File: src/rtl/ex_mem_skid_stage.sv
// EX/MEM pipeline stage with valid/ready handshake, 2-entry skid buffer, flush,
// and memory lane decode (byte enables, store-data lane shift, misalignment).
module ex_mem_skid_stage #(
    parameter int XLEN   = 32,
    parameter int CTRL_W = 64,
    parameter int REG_W  = 5
) (
    input  logic              clk,
    input  logic              rst,
    input  logic              flush,
    input  logic              in_valid,
    output logic              in_ready,
    input  logic [CTRL_W-1:0] in_ctrl,
    input  logic [2:0]        in_funct3,
    input  logic              in_mem_read,
    input  logic              in_mem_write,
    input  logic [XLEN-1:0]   in_pc,
    input  logic [XLEN-1:0]   in_alu_res,
    input  logic [XLEN-1:0]   in_wdata,
    input  logic [XLEN-1:0]   in_u_imm,
    input  logic              in_br_en,
    input  logic [REG_W-1:0]  in_rd,
    output logic              out_valid,
    input  logic              out_ready,
    output logic [CTRL_W-1:0] out_ctrl,
    output logic [2:0]        out_funct3,
    output logic              out_mem_read,
    output logic              out_mem_write,
    output logic [XLEN-1:0]   out_pc,
    output logic              out_br_en,
    output logic [REG_W-1:0]  out_rd,
    output logic [XLEN-1:0]   out_alu_res,
    output logic [XLEN-1:0]   out_u_imm,
    output logic [XLEN-1:0]   out_addr_aligned,
    output logic [$clog2(XLEN/8)-1:0] out_bit_shift,
    output logic [XLEN/8-1:0] out_mem_byte_enable,
    output logic [XLEN-1:0]   out_wdata,
    output logic              out_misaligned
);
    localparam int NB    = XLEN / 8;
    localparam int OFF_W = $clog2(NB);

    typedef struct packed {
        logic [CTRL_W-1:0] ctrl;
        logic [2:0]        funct3;
        logic              mem_read;
        logic              mem_write;
        logic [XLEN-1:0]   pc;
        logic              br_en;
        logic [REG_W-1:0]  rd;
        logic [XLEN-1:0]   alu_res;
        logic [XLEN-1:0]   u_imm;
        logic [XLEN-1:0]   addr_aligned;
        logic [OFF_W-1:0]  bit_shift;
        logic [NB-1:0]     byte_enable;
        logic [XLEN-1:0]   wdata;
        logic              misaligned;
    } entry_t;

    typedef enum logic [1:0] {EMPTY, ONE, FULL} state_t;

    state_t state, state_nx;
    entry_t ent_p0, main_p1, skid_p1;
    logic   load_main_in, load_main_skid, load_skid;
    logic   in_fire, out_fire;

    logic [OFF_W-1:0] off;
    logic [OFF_W-1:0] lo_mask;
    logic [NB-1:0]    base_mask;
    logic             size_legal;

    // p0: combinational lane decode on the incoming entry
    always_comb begin
        off        = in_alu_res[OFF_W-1:0];
        base_mask  = NB'(1);
        lo_mask    = '0;
        size_legal = 1'b1;
        case (in_funct3[1:0])
            2'b00: begin base_mask = NB'(1);     lo_mask = '0;         end
            2'b01: begin base_mask = NB'(3);     lo_mask = OFF_W'(1);  end
            2'b10: begin base_mask = NB'(15);    lo_mask = OFF_W'(3);  end
            default: begin
                base_mask  = NB'(8'hFF);
                lo_mask    = OFF_W'(7);
                size_legal = (XLEN == 64);
            end
        endcase

        ent_p0              = '0;
        ent_p0.ctrl         = in_ctrl;
        ent_p0.funct3       = in_funct3;
        ent_p0.mem_read     = in_mem_read;
        ent_p0.mem_write    = in_mem_write;
        ent_p0.pc           = in_pc;
        ent_p0.br_en        = in_br_en;
        ent_p0.rd           = in_rd;
        ent_p0.alu_res      = in_alu_res;
        ent_p0.u_imm        = in_u_imm;
        ent_p0.addr_aligned = {in_alu_res[XLEN-1:OFF_W], OFF_W'(0)};
        ent_p0.bit_shift    = off;
        ent_p0.wdata        = in_mem_write ? (in_wdata << {off, 3'b000}) : in_wdata;

        if (!(in_mem_read || in_mem_write)) begin
            ent_p0.byte_enable = '1;
            ent_p0.misaligned  = 1'b0;
        end else if (size_legal && ((off & lo_mask) == '0)) begin
            ent_p0.byte_enable = base_mask << off;
            ent_p0.misaligned  = 1'b0;
        end else begin
            ent_p0.byte_enable = '0;
            ent_p0.misaligned  = 1'b1;
        end
    end

    assign in_ready  = (state != FULL);
    assign out_valid = (state != EMPTY);
    assign in_fire   = in_valid && in_ready;
    assign out_fire  = out_valid && out_ready;

    always_comb begin
        state_nx       = state;
        load_main_in   = 1'b0;
        load_main_skid = 1'b0;
        load_skid      = 1'b0;
        if (flush) begin
            state_nx = EMPTY;
        end else begin
            case (state)
                EMPTY: if (in_fire) begin
                    state_nx     = ONE;
                    load_main_in = 1'b1;
                end
                ONE: begin
                    if (in_fire && out_fire) begin
                        load_main_in = 1'b1;
                    end else if (in_fire) begin
                        state_nx  = FULL;
                        load_skid = 1'b1;
                    end else if (out_fire) begin
                        state_nx = EMPTY;
                    end
                end
                FULL: if (out_fire) begin
                    state_nx       = ONE;
                    load_main_skid = 1'b1;
                end
                default: state_nx = EMPTY;
            endcase
        end
    end

    // p1: main (output) register and skid register
    always_ff @(posedge clk) begin
        if (rst) begin
            state   <= EMPTY;
            main_p1 <= '0;
            skid_p1 <= '0;
        end else begin
            state <= state_nx;
            if (load_main_in)
                main_p1 <= ent_p0;
            else if (load_main_skid)
                main_p1 <= skid_p1;
            if (load_skid)
                skid_p1 <= ent_p0;
        end
    end

    assign out_ctrl            = main_p1.ctrl;
    assign out_funct3          = main_p1.funct3;
    assign out_mem_read        = main_p1.mem_read;
    assign out_mem_write       = main_p1.mem_write;
    assign out_pc              = main_p1.pc;
    assign out_br_en           = main_p1.br_en;
    assign out_rd              = main_p1.rd;
    assign out_alu_res         = main_p1.alu_res;
    assign out_u_imm           = main_p1.u_imm;
    assign out_addr_aligned    = main_p1.addr_aligned;
    assign out_bit_shift       = main_p1.bit_shift;
    assign out_mem_byte_enable = main_p1.byte_enable;
    assign out_wdata           = main_p1.wdata;
    assign out_misaligned      = main_p1.misaligned;

endmodule
File: config.mk
export PLATFORM = sky130hd
export DESIGN_NAME = ex_mem_skid_stage
export DESIGN_NICKNAME = d
export VERILOG_FILES = /design/src/rtl/ex_mem_skid_stage.sv
export SDC_FILE = /design/constraint.sdc
export NUM_CORES = 1
export LEC_CHECK = 0
export BUFFER_PORTS_ARGS = -buffer_cell sky130_fd_sc_hd__buf_2
export CORE_UTILIZATION = 30
export CTS_CLUSTER_DIAMETER = 50
export CTS_CLUSTER_SIZE = 28
export DETAILED_ROUTE_END_ITERATION = 12
export PLACE_DENSITY = 0.59
export SYNTH_ARGS = -nofsm -noshare
export SYNTH_HDL_FRONTEND = slang
export SYNTH_SLANG_ARGS = --single-unit
File: constraint.sdc
create_clock -name clk -period 1.9 [get_ports clk]
set_input_delay 0.19 -clock clk [delete_from_list [all_inputs] [get_ports clk]]
set_output_delay 0.19 -clock clk [all_outputs]
set_load 0.01 [all_outputs]
Yosys cells after proc, flatten, opt, wreduce, memory -nomap -nowiden:

Cells that the tools add are included.

* add/sub/neg operators: 0
* $mul: 0
* div/mod/pow operators: 0
* order comparisons: 0
* eq/ne operators: 9
* shifts and indexed selects: 2
* mux-type cells: 26
* bitwise logic cells: 1
* reduce and logical (&&, ||, !) cells: 13

Operators by type and width (number)
* 2-to-1 mux 242 bit: 2
* 2-to-1 mux 32 bit: 1
* left shift 32 x 5 -> 32 bit: 1
* 2-to-1 mux 1 bit: 12
* 2-to-1 mux 2 bit: 5
* 2-to-1 mux 4 bit: 2
* inequality test 2 bit, second input constant: 4
* one-hot mux 4 bit (2 select lines): 1
* zero test 2 bit: 3
* one-hot mux 2 bit (3 select lines): 1
* equality test 2 x 1 -> 1 bit, second input constant: 2
* equality test 2 bit, second input constant: 2
* logical AND 1 bit: 4
* one-hot mux 2 bit (2 select lines): 1
* AND reduction 4 bit: 1
* nonzero test 2 bit: 2
* left shift 4 x 2 -> 4 bit: 1
* inequality test 3 bit, second input constant: 1
* OR reduction 3 bit: 1
* bitwise AND 2 bit: 1
* one-hot mux 1 bit (2 select lines): 1
* OR reduction 2 bit: 1
* logical OR 1 bit: 1

* flip-flop bits (word level): 482
* bits in latches: 0
* RAM bits: 0
* bits in read-only memories: 0
* input bits: 208
* output and inout bits: 244
* logic and storage cells: 80
* memories kept: 0

Logic depth before layout (Yosys ltp):

* depth in word-level cells: 8
* mapped depth: 7
* gate-level depth less buffers: 4

Worst setup path before layout:

Ideal clock, no wire load.

* path kind: reg2reg
* start: register state[0]
* end: register skid_p1[147] (netlist bit)
* library setup time: 0.132 ns
* arrival time: 1.414 ns
* required time: 1.768 ns
* setup slack: 0.353 ns
* stages on the path, launching flop included: 8
* path buffers: 3
* clock period less this slack: 1.547 ns
* path through: dfxtp_1 -> nor2b_1 -> nand3_1 -> clkbuf_1 -> clkbuf_1 -> buf_2 -> nand2_1 -> a21oi_1

* cells in the longest elaborated chain, start to end: 6
* elaborated cells on any way between the ends: 10
* classes of those cells: 2 x eq/ne; 4 x mux; 4 x reduce/logical

Ends and longest elaborated chain
* from (decl): line 62 `state_t state, state_nx;`
* from (signal assigned): line 159 `state <= state_nx;`
* inequality test 2 bit / nonzero test 2 bit (equally long branches): line 115, 116
* logical AND 1 bit (on tied branches): line 117, 118
* 2-to-1 mux 1 bit / logical AND 1 bit (equally long branches): line 136, 134
* 2-to-1 mux 1 bit: line 134 `if (in_fire && out_fire) begin`
* 2-to-1 mux 1 bit *: line 128 `case (state)`
* 2-to-1 mux 1 bit *: line 125 `if (flush) begin`
* to (signal assigned): line 165 `skid_p1 <= ent_p0;`
* to (decl): line 63 `entry_t ent_p0, main_p1, skid_p1;`

Mark *: on every way between the ends. The rest lies on a longest branch, timed or not.
A chain may end at the register's enable or synchronous reset.

Final worst setup path:

* start: register state[1]
* end: register main_p1 (netlist bit out_ctrl[40])

* cells in the longest elaborated chain, start to end: 7
* elaborated cells on any way between the ends: 17
* classes of those cells: 3 x eq/ne; 8 x mux; 6 x reduce/logical

Ends and longest elaborated chain
* inequality test 2 bit / nonzero test 2 bit (equally long branches): line 115, 116
* logical AND 1 bit (on tied branches): line 117, 118
* logical AND 1 bit: line 134
* 2-to-1 mux 1 bit: line 134
* one-hot mux 1 bit (2 select lines): line 128
* 2-to-1 mux 1 bit: line 125
* 2-to-1 mux 242 bit / nonzero test 2 bit (equally long branches)
* to (signal assigned): line 161 `main_p1 <= ent_p0;`
* to (signal assigned): line 163 `main_p1 <= skid_p1;`
* to (decl): line 63

Several ways; a longest one is shown, not always the timed one.

==> flow_summary.ini <==
[outcome]
outcome = finished clean

[sta]
hold_ws_ns = 0.109
relSlewSlack = 0.447
worst_pin_slew_ns = 0.829
rsz0062_at_grt = true
layout_setup_ws_ns = 0.0679
timing.final.hold_violations = 0
drv_slew = 0
fin_crit_sh = 0.964
period_minus_slack_ns = 1.83
setup_viol = 0
fmax_mhz = 546
fin_skew_ns = 0.0175

[yosys]
async_reset_ff_frac = 0
yosys.area_share.adder = 0
synthSimpleGateAreaFrac = 0.166
ys_types = 42
synth_top_area_share = 0.515
syn-cell-area_mm2 = 0.0162
ys_ff_latch = 418
synthTopCellsByArea = dfxtp_1, nand2_1, a21oi_1
synth_top_flop_cell = dfxtp_1
synth_top_family_by_area = compound AO/OA/AOI/OAI gates
synth_warnings = 0
yosysTopAreaCell = dfxtp_1
synthCells = 1987
synth_area_per_cell_um2 = 8.18
synth_xor_area_frac = 0.000539
ys_seq_area_frac = 0.515
muxShareOfSynthArea = 0.00123
synth-edff-count = 0
synth_compound_area_frac = 0.253

[power_and_ir_drop]
ir_drop_mv = 0.701
power.leakage_nw = 9.09
powerDensity_mw_per_mm2 = 917

[die]
start_util = 0.306
num_io_pins = 452
die_h_um = 235
core-area_mm2 = 0.0531
die_width_um = 235
dieArea_mm2 = 0.0551
row_count = 84

[worst_setup_path]
startpoint_type = flop
required_ns = 2.39
cp.arrival_ns = 2.33
crit_end = out_ctrl[40]
startpoint = state[1]
r2r-start = state[1]
slowest_stage = dfxtp_1
crit_buf_inv = 2
rrSetupSlack_ns = 0.07
cp_max_fo = 68
cp_top_family = buffers and inverters
worstSetupPathType = flop to flop
max_stage_delay_ns = 0.43
reg2reg_depth = 5
crit_path_cell_trace = nor4bb_4 -> buf_6 -> buf_16 -> a22oi_1 -> a21oi_1
r2r_end = out_ctrl[40]
cp_num_cells = 5
endpoint_kind = flop

[clock_tree]
cts_tree = yes
clk_latency_ns = 0.59
clkTransAtPathRegs_ns = 0.06
cts_buffers = 49
cts.sinks = 418
cts_root_buffer = clkbuf_16
htreeDepth = 2
clockBufferDepth = 3

[placed_design]
port_buffers = 449
place_congestion = 0.803
placed_cells = 2972
place_ws_ns = 0.0203
placed_area_mm2 = 0.0192
dp_hpwl_mm = 36.9

[global_routing]
grt_pass1_vias = 15800
antenna_found_initial = 20
grt_pass1_wl_mm = 87.7
grt_max_degree = 146
grtUsageTotal = 0.197
grt-ovfl-total = 0

[routing]
finalWirelength_mm = 56.9
drt_iter0_markers = 1058
viasPerCell = 5.03
drc = 0
drt_first_pass_iters = 5
vias = 16500
ant_nets = 0
wire_per_inst_um = 17.4

[finish]
fin_nets = 2752
finalNonFillerCells = 3281
final_util = 0.434
final_area_mm2 = 0.0230
drive_gt1_frac = 0.236
syn_to_final_growth_pct = 41.8

[hold_path]
hp-class = primary input to flop

[job]
maxCapViolCount = 0
[cell usage after synthesis (2+ instances only)]
cell type,instances
nand2b_1,11
a211oi_1,27
nand2_1,570
nor2b_1,11
dfxtp_1,418
a221oi_1,8
or2_2,2
buf_1,6
a32oi_1,8
o21ai_0,17
inv_1,12
a211o_1,2
clkbuf_1,105
buf_2,65
a31oi_1,2
nor2_1,32
o21ai_1,4
nor3_1,3
nand3_1,33
mux2i_1,2
nor4b_1,2
o221ai_1,16
buf_4,34
a2bb2oi_1,8
o2bb2ai_1,8
a22oi_1,191
a21oi_1,375
[kinds of logic after synthesis]
group           count (synthesis)
compound gates                670
buf+inv                       223
other cells                     1
simple gates                  672
flops                         418
xor+xnor                        1
mux                             2
[metal layers]
metal / track usage / share of wire / vias to the layer above
li1: - / - / 7987
met1: 0.239 / 0.42 / 7806
met2: 0.317 / 0.46 / 532
met3: 0.0619 / 0.072 / 145
met4: 0.0887 / 0.042 / 20
met5: 0 / 0.0023 / -
[cell type report]
| cell class | instances | area (um^2) |
|---|---|---|
| fillers | 5170 | 30000 |
| flip-flops and latches | 418 | 8370 |
| multi-input cells | 1347 | 6890 |
| repair buffers | 715 | 5140 |
| clock buffers | 58 | 1320 |
| well taps | 688 | 861 |
| clock inverters | 33 | 392 |
| inverters | 13 | 48.8 |
| diodes | 9 | 22.5 |
[state kept, by name, indices dropped and copies added, names as in the netlist]
register             cells
out_wdata               32
out_mem_write            1
out_br_en                1
state                    2
out_alu_res             32
skid_p1                208
out_misaligned           1
out_ctrl                64
out_funct3               3
out_rd                   5
out_u_imm               32
out_mem_read             1
out_pc                  32
out_mem_byte_enable      4
[where the power goes]
part           internal, mW  leakage, nW  switching, mW
combinational         0.961         4.86           1.19
sequential             9.02         3.39          0.143
clock                  5.68        0.842           4.15
total                  15.7         9.09           5.48
[per-stage QoR]
stage | TNS [ns] | total power, mW
after floorplan | 0 | 10.3
after global placement | 0 | 11.1
after detailed placement | 0 | 11.2
after CTS | 0 | 21.4
after global routing | -0.0235 | 22.0
final | 0 | 21.1
[worst min-delay path by stage]
stage | startpoint | endpoint | slack (ns) | cells past startpoint
final | flush | state[0] | 0.11 | 3
after CTS | flush | state[0] | 0.08 | 3
after global routing | flush | state[0] | 0.11 | 3
after detailed placement | out_wdata[4] | out_wdata[4] | 0.43 | 2
after floorplan | out_ready | state[1] | 0.26 | 1
after global placement | out_ready | state[1] | 0.44 | 2
[cells in the final DEF (no fill, tap or decap), types with 12 or more instances in the layout]
cell type,count
a211oi_1,27
a21oi_1,375
a22oi_1,191
buf_12,24
buf_2,448
buf_4,32
clkbuf_16,51
dfxtp_1,417
dlygate4sd3_1,204
inv_1,12
nand2_1,570
nand3_1,32
nor2_1,32
o21ai_0,17
o221ai_1,16
[worst register-to-register path, cell delays in order (launching register included)]
cell	delay [ns]
dfxtp_1	0.43
nor4bb_4	0.43
buf_6	0.22
buf_16	0.29
a22oi_1	0.20
a21oi_1	0.17
[repair_timing]
item	CTS	global route
hold buffers	204	0
setup endpoints to repair	0	315
resized for setup	0	7
setup buffers	0	4
endpoints found under the hold margin	380	0
Power figures use the tool's default switching activity.
